--- src/rtl/seq_detect_ctrl.sv ---
// Programmable 4-bit Mealy serial pattern detector with a start/busy/done
// job handshake, frame-length sequencing and a saturating match counter.
module seq_detect_ctrl #(
  parameter int PW = 4,
  parameter int LW = 8,
  parameter int CW = 8
) (
  input  logic          clk,
  input  logic          reset,
  input  logic          start,
  input  logic [PW-1:0] pattern,
  input  logic [LW-1:0] len,
  input  logic          overlap,
  input  logic          x,
  input  logic          x_valid,
  output logic          busy,
  output logic          done,
  output logic          match,
  output logic [CW-1:0] count
);

  localparam int FW = $clog2(PW);
  localparam logic [FW-1:0] FILL_FULL = FW'(PW - 1);

  typedef enum logic [1:0] {IDLE, RUN, DONE} state_t;

  state_t        state, state_next;
  logic [PW-1:0] pat_q;
  logic [LW-1:0] len_q;
  logic          ovl_q;
  logic [PW-2:0] hist;
  logic [FW-1:0] fill;
  logic [LW-1:0] bit_cnt;
  logic          consume;
  logic          last_bit;
  logic          accept;

  always_ff @(posedge clk) begin
    if (reset) state <= IDLE;
    else       state <= state_next;
  end

  always_comb begin
    state_next = state;
    consume    = 1'b0;
    match      = 1'b0;
    last_bit   = 1'b0;
    accept     = 1'b0;
    case (state)
      IDLE: begin
        accept = start;
        if (start) state_next = (len == '0) ? DONE : RUN;
      end
      RUN: begin
        consume  = x_valid;
        match    = x_valid && (fill == FILL_FULL) && ({hist, x} == pat_q);
        last_bit = (bit_cnt == len_q - 1'b1);
        if (consume && last_bit) state_next = DONE;
      end
      DONE:    state_next = IDLE;
      default: state_next = IDLE;
    endcase
  end

  assign busy = (state == RUN);
  assign done = (state == DONE);

  // fill counts bits eligible for the current window; a non-overlapping
  // match empties it so the next window needs PW fresh bits.
  always_ff @(posedge clk) begin
    if (reset) begin
      pat_q   <= '0;
      len_q   <= '0;
      ovl_q   <= 1'b0;
      hist    <= '0;
      fill    <= '0;
      bit_cnt <= '0;
      count   <= '0;
    end else if (accept) begin
      pat_q   <= pattern;
      len_q   <= len;
      ovl_q   <= overlap;
      hist    <= '0;
      fill    <= '0;
      bit_cnt <= '0;
      count   <= '0;
    end else if (consume) begin
      hist    <= {hist[PW-3:0], x};
      bit_cnt <= bit_cnt + 1'b1;
      if (match) begin
        if (count != '1) count <= count + 1'b1;
        if (!ovl_q) fill <= '0;
      end else if (fill != FILL_FULL) begin
        fill <= fill + 1'b1;
      end
    end
  end

endmodule

--- config.mk ---
export PLATFORM = sky130hd
export DESIGN_NAME = seq_detect_ctrl
export DESIGN_NICKNAME = d
export VERILOG_FILES = /design/src/rtl/seq_detect_ctrl.sv
export SDC_FILE = /design/constraint.sdc
export NUM_CORES = 1
export LEC_CHECK = 0
export CORE_MARGIN = 2
export CORE_UTILIZATION = 39
export DETAILED_ROUTE_END_ITERATION = 10
export DONT_BUFFER_PORTS = 1
export PLACE_DENSITY = 0.5
export SLEW_MARGIN = 10
export SYNTH_ARGS = -nofsm -noshare
export SYNTH_HDL_FRONTEND = slang
export SYNTH_SLANG_ARGS = --single-unit
--- constraint.sdc ---
create_clock -name clk -period 4.1 [get_ports clk]
set_input_delay 1.025 -clock clk [delete_from_list [all_inputs] [get_ports clk]]
set_output_delay 1.025 -clock clk [all_outputs]
set_load 0.01 [all_outputs]
==> results of run 1 <==
-- worst paths after layout --
kind / end
max: match
max reg2reg: count[5]
min: ovl_q
min reg2reg: ovl_q
-- critical path, delay by kind of cell --
family           cells  cell delay [ns]
and+or+nand+nor      3             0.80
-- layer usage --
metal  global-route usage  vias to the layer above  wire (microns)
li1                     -                      785               -
met5                    0                        -               0
met1                0.197                      708            1750
met2                0.243                       53            1730
met3               0.0594                        5             285
met4               0.0494                        0              40
-- synthesized netlist by cell type, types with 5 or more instances --
library cell	n	area, sq um
a21oi_1	27	135
xnor2_1	8	70.1
nand3_1	5	25.0
o21ai_1	5	25.0
dfxtp_1	36	721
xor2_1	9	78.8
nor2_1	16	60.1
inv_1	7	26.3
nor3_1	5	25.0
nand2_1	44	165
clkbuf_1	8	30.0
nand4_1	6	37.5
nor4_1	6	37.5
-- registers in the layout, summed over array words and instances, names as in the netlist --
register,cells
count,8
bit_cnt,8
hist,3
len_q,8
pat_q,4
ovl_q,1
fill,2
state,2
-- metrics by stage --
step                      instance area, sq um  hold slack [ns]  power (mW)  setup WS [ns]  utilization
after global placement                    1850            0.458       0.456           1.26        0.400
after CTS                                 1930            0.475       0.692           1.23        0.417
final                                     1930            0.470       0.684           1.25        0.417
after global routing                      1930            0.494       0.725           1.14        0.417
after floorplan                           1850            0.437       0.448           1.55            -
after detailed placement                  1850            0.463       0.459           1.23        0.400
-- power groups by stage --
| stage | registers, mW | logic [mW] | clock network [mW] |
|---|---|---|---|
| after floorplan | 0.378 | 0.0696 | 0 |
| after global placement | 0.382 | 0.0733 | 0 |
| after detailed placement | 0.383 | 0.0759 | 0 |
| after CTS | 0.375 | 0.0761 | 0.241 |
| after global routing | 0.377 | 0.0864 | 0.262 |
| final | 0.375 | 0.0757 | 0.233 |
-- layout make-up --
type                       count  area [sq um]  area share
clock buffer                   6          72.6      0.0376
tap                           54          67.6      0.0350
clock inverter                 1          5.00     0.00259
multi-input combinational    174          1040       0.538
inverter                       7          26.3      0.0136
sequential                    36           721       0.374
-- cell families (layout without fill, tap and decap cells) --
group | after synthesis | after routing | synth area share
mux | 1 | 1 | 0.00542
simple gates | 102 | 102 | 0.266
compound gates | 46 | 46 | 0.147
xor+xnor | 21 | 21 | 0.116
fa+ha+maj | 4 | 4 | 0.0271
buf+inv | 19 | 14 | 0.0475
flops | 36 | 36 | 0.391
==> flow_summary.json, run 1 <==
{
  "nFillCells": 489,
  "reg2reg_depth": 5,
  "grt_pass1_wl_mm": 6.42,
  "worstPathRequired_ns": 3.07,
  "clockBufferDepth": 2,
  "slew_viol_final": 0,
  "crit_path_end_kind": "output pin",
  "worst_pin_slew_ns": 0.571,
  "netlist-cell-type-count": 41,
  "grt_max_degree": 22,
  "min_period_ns": 2.85,
  "switching_share": 0.258,
  "seq_area_frac_synth": 0.391,
  "portBuffers": 0,
  "seq_power_share": 0.548,
  "finalHoldViolCount": 0,
  "grt_pass1_vias": 1408,
  "start_kind": "input port",
  "drt_iter0_drc": 57,
  "coreArea_sq_um": 4630,
  "r2r-start": "state[1]",
  "cts_setup_buffers": 0,
  "syn_area_per_cell_sq_um": 8.06,
  "cts_sinks": 36,
  "worstPathCellList": "and3b_1 > nand2_1 > nor2_1",
  "cts_buffers": 5,
  "grt_usage": 0.155,
  "num_rows": 25,
  "wl_per_cell_microns": 13.7,
  "vias_per_cell": 5.58,
  "rsz0062_at_grt": "no",
  "gr-total-overflow": 0,
  "setup_viol": 0,
  "critPathKind": "in -> out",
  "power.leakage_nw": 0.661,
  "die-area_sq_um": 5300,
  "syn2layout_area_growth_pct": 4.54,
  "dp.cells": 271,
  "clk_pin_slew_ns": 0.07,
  "skew_ns": 0.00465,
  "final_cells": 278,
  "io_pins": 29,
  "fp.dieH_microns": 72.8,
  "mostFrequentLayoutCell": "nand2_1",
  "mostFrequentLayoutCells": "44 x nand2_1, 36 x dfxtp_1, 27 x a21oi_1",
  "synthArstFlopShare": 0,
  "cp-startpoint": "x_valid",
  "cts_resized": 0,
  "outcome": "finished clean",
  "dpl.hpwl_mm": 2.87,
  "hp-class": "reg -> reg",
  "diodes": 0,
  "die_w_microns": 72.8,
  "synth_edf_count": 0,
  "vias": 1551,
  "antenna_found_initial": 0,
  "cp.arrival_ns": 1.83,
  "postRouteAntennaNets": 0,
  "postSynthCellCount": 229,
  "cts-root-buf": "clkbuf_8",
  "start_util": 0.399,
  "cpPeakStageDelay_ns": 0.39,
  "hold_depth": 2,
  "gp_congestion": 0.856,
  "power_frac_comb": 0.111,
  "cp_max_fo": 11,
  "syn_area_sq_um": 1850,
  "syn_nets": 251,
  "final_nets": 246,
  "power_frac_clock": 0.341,
  "ys_warn_count": 0,
  "cts_tree": "yes",
  "clkLatencyLatePin_ns": 0.28,
  "ir_drop_v": 0.000202,
  "hold_buffers": 0,
  "hp-start": "ovl_q",
  "layout-drive-gt1-share": 0.0536,
  "powerDensity_nw_per_um2": 354,
  "fin_crit_sh": 0.696,
  "ys.flop_type": "dfxtp_1",
  "drc_errors": 0,
  "drtPass1Iterations": 4,
  "cap_violations": 0,
  "internal-power_mw": 0.507,
  "synth-seq-cells": 36,
  "p_switching_mw": 0.177,
  "fmax_ghz": 0.351,
  "cpMaxStageDelayCell": "and3b_1",
  "htree_levels": 2,
  "slew_headroom": 0.616,
  "fin_setup_tns_ns": 0,
  "r2r_slack_ns": 1.86,
  "wirelength_mm": 3.81
}
Power figures use the tool's default switching activity.
==> inputs of run 2 (changes only) <==
- PLACE_DENSITY: 0.5 -> 0.52
- clock period: 4.1 -> 2.4 ns (I/O delays scaled with it)
==> flow_summary.json, run 2 (synthesized netlist as in run 1, its figures left out) <==
{
  "outcome": "finished clean",
  "dpl.hpwl_mm": 2.82,
  "clk_pin_slew_ns": 0.07,
  "drc_errors": 0,
  "wirelength_mm": 3.82,
  "cts_resized": 0,
  "diodes": 0,
  "layout-drive-gt1-share": 0.0702,
  "powerDensity_nw_per_um2": 659,
  "fin_crit_sh": 0.838,
  "clkLatencyLatePin_ns": 0.29,
  "fin_setup_tns_ns": 0,
  "drtPass1Iterations": 4,
  "htree_levels": 2,
  "hold_buffers": 0,
  "grt_max_degree": 22,
  "cp.arrival_ns": 2.25,
  "clockBufferDepth": 2,
  "vias_per_cell": 5.40,
  "slew_headroom": 0.704,
  "cp_max_fo": 8,
  "mostFrequentLayoutCell": "nand2_1",
  "r2r_slack_ns": 0.39,
  "start_kind": "flip-flop",
  "dp.cells": 274,
  "gp_congestion": 0.809,
  "gr-total-overflow": 0,
  "wl_per_cell_microns": 13.5,
  "skew_ns": 0.00830,
  "cts_tree": "yes",
  "start_util": 0.399,
  "coreArea_sq_um": 4630,
  "reg2reg_depth": 7,
  "min_period_ns": 2.01,
  "power.total_mw": 1.31,
  "largestRegisters": "bit_cnt (8), count (8), len_q (8)",
  "reg2reg_to": "state[1]",
  "cts-root-buf": "clkbuf_8",
  "slew_viol_final": 0,
  "grt_pass1_wl_mm": 6.58,
  "syn2layout_area_growth_pct": 7.39,
  "worstPathRequired_ns": 2.64,
  "hp-class": "in -> reg",
  "endpoint": "state[1]",
  "worst_pin_slew_ns": 0.442,
  "portBuffers": 0,
  "final_nets": 249,
  "cts_sinks": 36,
  "postRouteAntennaNets": 0,
  "power.leakage_nw": 0.690,
  "cts_buffers": 5,
  "mostFrequentLayoutCells": "44 x nand2_1, 36 x dfxtp_1, 27 x a21oi_1",
  "drt_iter0_drc": 103,
  "grt_usage": 0.161,
  "setup_viol": 0,
  "postPlaceCellArea_sq_um": 1870,
  "design_area_sq_um": 1980,
  "critPathKind": "reg -> reg",
  "crit_path_end_kind": "flip-flop",
  "cap_violations": 0,
  "finalHoldViolCount": 0,
  "cts_setup_buffers": 0,
  "fp.dieH_microns": 72.8,
  "ir_drop_v": 0.000276,
  "grt_pass1_vias": 1445,
  "r2r-start": "len_q[0]",
  "vias": 1523,
  "fmax_ghz": 0.497,
  "antenna_found_initial": 0,
  "die_w_microns": 72.8,
  "io_pins": 29,
  "final_cells": 282,
  "num_rows": 25,
  "die-area_sq_um": 5300,
  "cp-startpoint": "len_q[0]",
  "rsz0062_at_grt": "no"
}
[run 2: cell types whose count changed in the layout (fill, tap and decap cells not counted), sizes merged]
cell,delta
bufinv,+1
buf,+3
[run 2: critical path, cell delays in order, from the launching register on]
cell      delay, ns
dfxtp_1        0.46
inv_1          0.07
ha_1           0.30
o21bai_1       0.19
a211oi_1       0.24
o21ai_1        0.11
a211oi_1       0.40
a31o_1         0.20
[run 2: worst min path at each step]
stage	start	end	slack, ns	cells after the start
final	reset	pat_q[1]	0.37	1
after global routing	reset	pat_q[2]	0.36	1
after CTS	reset	ovl_q	0.36	1
after detailed placement	ovl_q	ovl_q	0.46	2
after global placement	len_q[7]	len_q[7]	0.46	2
after floorplan	ovl_q	ovl_q	0.44	2
[run 2: area by class of cell]
cell class	instances	area (sq um)
clock buffer	6	72.6
clock inverter	2	35.0
fill	485	2650
inverter	7	26.3
multi-input combinational	174	1040
sequential	36	721
tap	54	67.6
timing repair buffer	3	22.5
[run 2: power by group]
group | total [mW] | switching [mW] | internal [mW]
clock | 0.528 | 0.220 | 0.308
sequential | 0.640 | 0.0239 | 0.617
combinational | 0.137 | 0.0773 | 0.0597
total | 1.31 | 0.321 | 0.984
[run 2: per-stage QoR]
| step | hold slack [ns] | worst slack (ns) | utilization |
|---|---|---|---|
| 2_1_floorplan | 0.437 | 0.322 | - |
| 3_3_place_gp | 0.463 | 0.236 | 0.405 |
| 3_5_place_dp | 0.460 | 0.191 | 0.405 |
| 4_1_cts | 0.358 | 0.350 | 0.428 |
| 5_1_grt | 0.355 | 0.187 | 0.428 |
| 6_report | 0.367 | 0.388 | 0.428 |
[run 2: per-layer routing]
| layer | GRT usage | wire, microns | share of wire | vias up |
|---|---|---|---|---|
| li1 | - | - | - | 792 |
| met1 | 0.224 | 1950 | 0.51 | 680 |
| met2 | 0.227 | 1560 | 0.41 | 43 |
| met3 | 0.0497 | 230 | 0.060 | 8 |
| met4 | 0.0741 | 81 | 0.021 | 0 |
| met5 | 0 | 0 | 0 | - |
==> inputs of run 3 (changes only) <==
- clock period: 2.4 -> 1.8 ns (I/O delays scaled with it)
==> flow_summary.json, run 3 (synthesized netlist as in run 1, its figures left out) <==
{
  "cts_sinks": 36,
  "slew_viol_final": 0,
  "mostFrequentLayoutCells": "43 x nand2_1, 30 x dfxtp_1, 26 x a21oi_1",
  "cp_max_fo": 6,
  "clk_pin_slew_ns": 0.08,
  "dp.cells": 294,
  "gp_congestion": 0.790,
  "die-area_sq_um": 5300,
  "antenna_found_initial": 0,
  "clkLatencyLatePin_ns": 0.28,
  "start_util": 0.399,
  "vias_per_cell": 5.29,
  "worstPathCellList": "xnor2_2 > nand4_4 > or3_4 > or4_4 > a21oi_2",
  "min_period_ns": 1.77,
  "num_rows": 25,
  "rsz0062_at_grt": "yes",
  "whs_ns": 0.223,
  "die_w_microns": 72.8,
  "fin_ws_ns": 0.0266,
  "drtPass1Iterations": 4,
  "setup_viol": 0,
  "critPathKind": "reg -> reg",
  "cts-root-buf": "clkbuf_8",
  "diodes": 0,
  "coreArea_sq_um": 4630,
  "dpl.hpwl_mm": 2.97,
  "postRouteAntennaNets": 0,
  "drt_iter0_drc": 56,
  "cpMaxStageDelayCell": "or4_4",
  "hold_buffers": 0,
  "cts_tree": "yes",
  "grt_pass1_wl_mm": 7.08,
  "power.total_mw": 1.77,
  "slew_headroom": 0.685,
  "worstPathRequired_ns": 2.02,
  "cts_buffers": 5,
  "htree_levels": 2,
  "vias": 1603,
  "largestRegisters": "bit_cnt (8), count (8), len_q (8)",
  "grt_usage": 0.169,
  "layout-drive-gt1-share": 0.209,
  "gr-total-overflow": 0,
  "postPlaceCellArea_sq_um": 2050,
  "drc_errors": 0,
  "skew_ns": 0.00813,
  "crit_path_end_kind": "flip-flop",
  "outcome": "finished clean",
  "portBuffers": 0,
  "cp.arrival_ns": 1.99,
  "final_nets": 270,
  "fin_crit_sh": 0.985,
  "fp.dieH_microns": 72.8,
  "wl_per_cell_microns": 13.0,
  "cpPeakStageDelay_ns": 0.49,
  "power.leakage_nw": 0.806,
  "cap_violations": 0,
  "design_area_sq_um": 2200,
  "powerDensity_nw_per_um2": 804,
  "io_pins": 29,
  "final_cells": 303,
  "grt_pass1_vias": 1570,
  "mostFrequentLayoutCell": "nand2_1",
  "pre_cts_ws_ns": -0.0417,
  "ir_drop_v": 0.000403,
  "clockBufferDepth": 2,
  "fmax_ghz": 0.564,
  "wirelength_mm": 3.95,
  "start_kind": "flip-flop",
  "hp-class": "in -> reg",
  "syn2layout_area_growth_pct": 19.3,
  "finalHoldViolCount": 0,
  "worst_pin_slew_ns": 0.472,
  "grt_max_degree": 22
}
==> run 3: final cells by class <==
class / instances / area, sq um
Fill cell: 488 / 2430
Clock buffer: 6 / 72.6
Timing Repair Buffer: 24 / 180
Clock inverter: 2 / 35.0
Tap cell: 54 / 67.6
Inverter: 7 / 26.3
Sequential cell: 36 / 728
Multi-Input combinational cell: 174 / 1090
==> run 3: final timing paths <==
check             slack, ns  depth (start not counted)  startpoint  endpoint
setup reg to reg       0.03                          5    pat_q[3]  count[6]
setup / recovery       0.03                          5    pat_q[3]  count[6]
hold / removal         0.22                          1       reset  pat_q[3]
hold reg to reg        0.47                          2       ovl_q     ovl_q
==> run 3: power by group <==
group          switching [mW]  total (mW)  internal, mW
sequential             0.0254       0.849         0.823
clock                   0.283       0.694         0.411
combinational           0.123       0.227         0.104
==> run 3: timing repair <==
action                                  CTS  global route
pin swaps                                 0             7
setup buffers                             0             1
endpoints found under the setup margin    3             5
resized for setup                         4            10
==> run 3: stage by stage <==
stage | setup TNS (ns) | utilization
after global placement | -0.0180 | 0.442
after global routing | -0.0401 | 0.476
final | 0 | 0.476
after CTS | 0 | 0.468
after detailed placement | -0.0417 | 0.442
after floorplan | -0.0449 | -
==> run 3: critical path: cells and delay by family (launching register included) <==
family / cells / cell delay [ns]
compound gates: 1 / 0.13
xor+xnor: 1 / 0.20
simple gates: 3 / 1.04
flops: 1 / 0.34
==> run 3: per-layer routing <==
| layer | vias to the layer above | share of wire | GRT usage |
|---|---|---|---|
| li1 | 835 | - | - |
| met1 | 737 | 0.50 | 0.231 |
| met2 | 29 | 0.44 | 0.257 |
| met3 | 2 | 0.051 | 0.0428 |
| met4 | 0 | 0.0073 | 0.0617 |
| met5 | - | 0 | 0 |
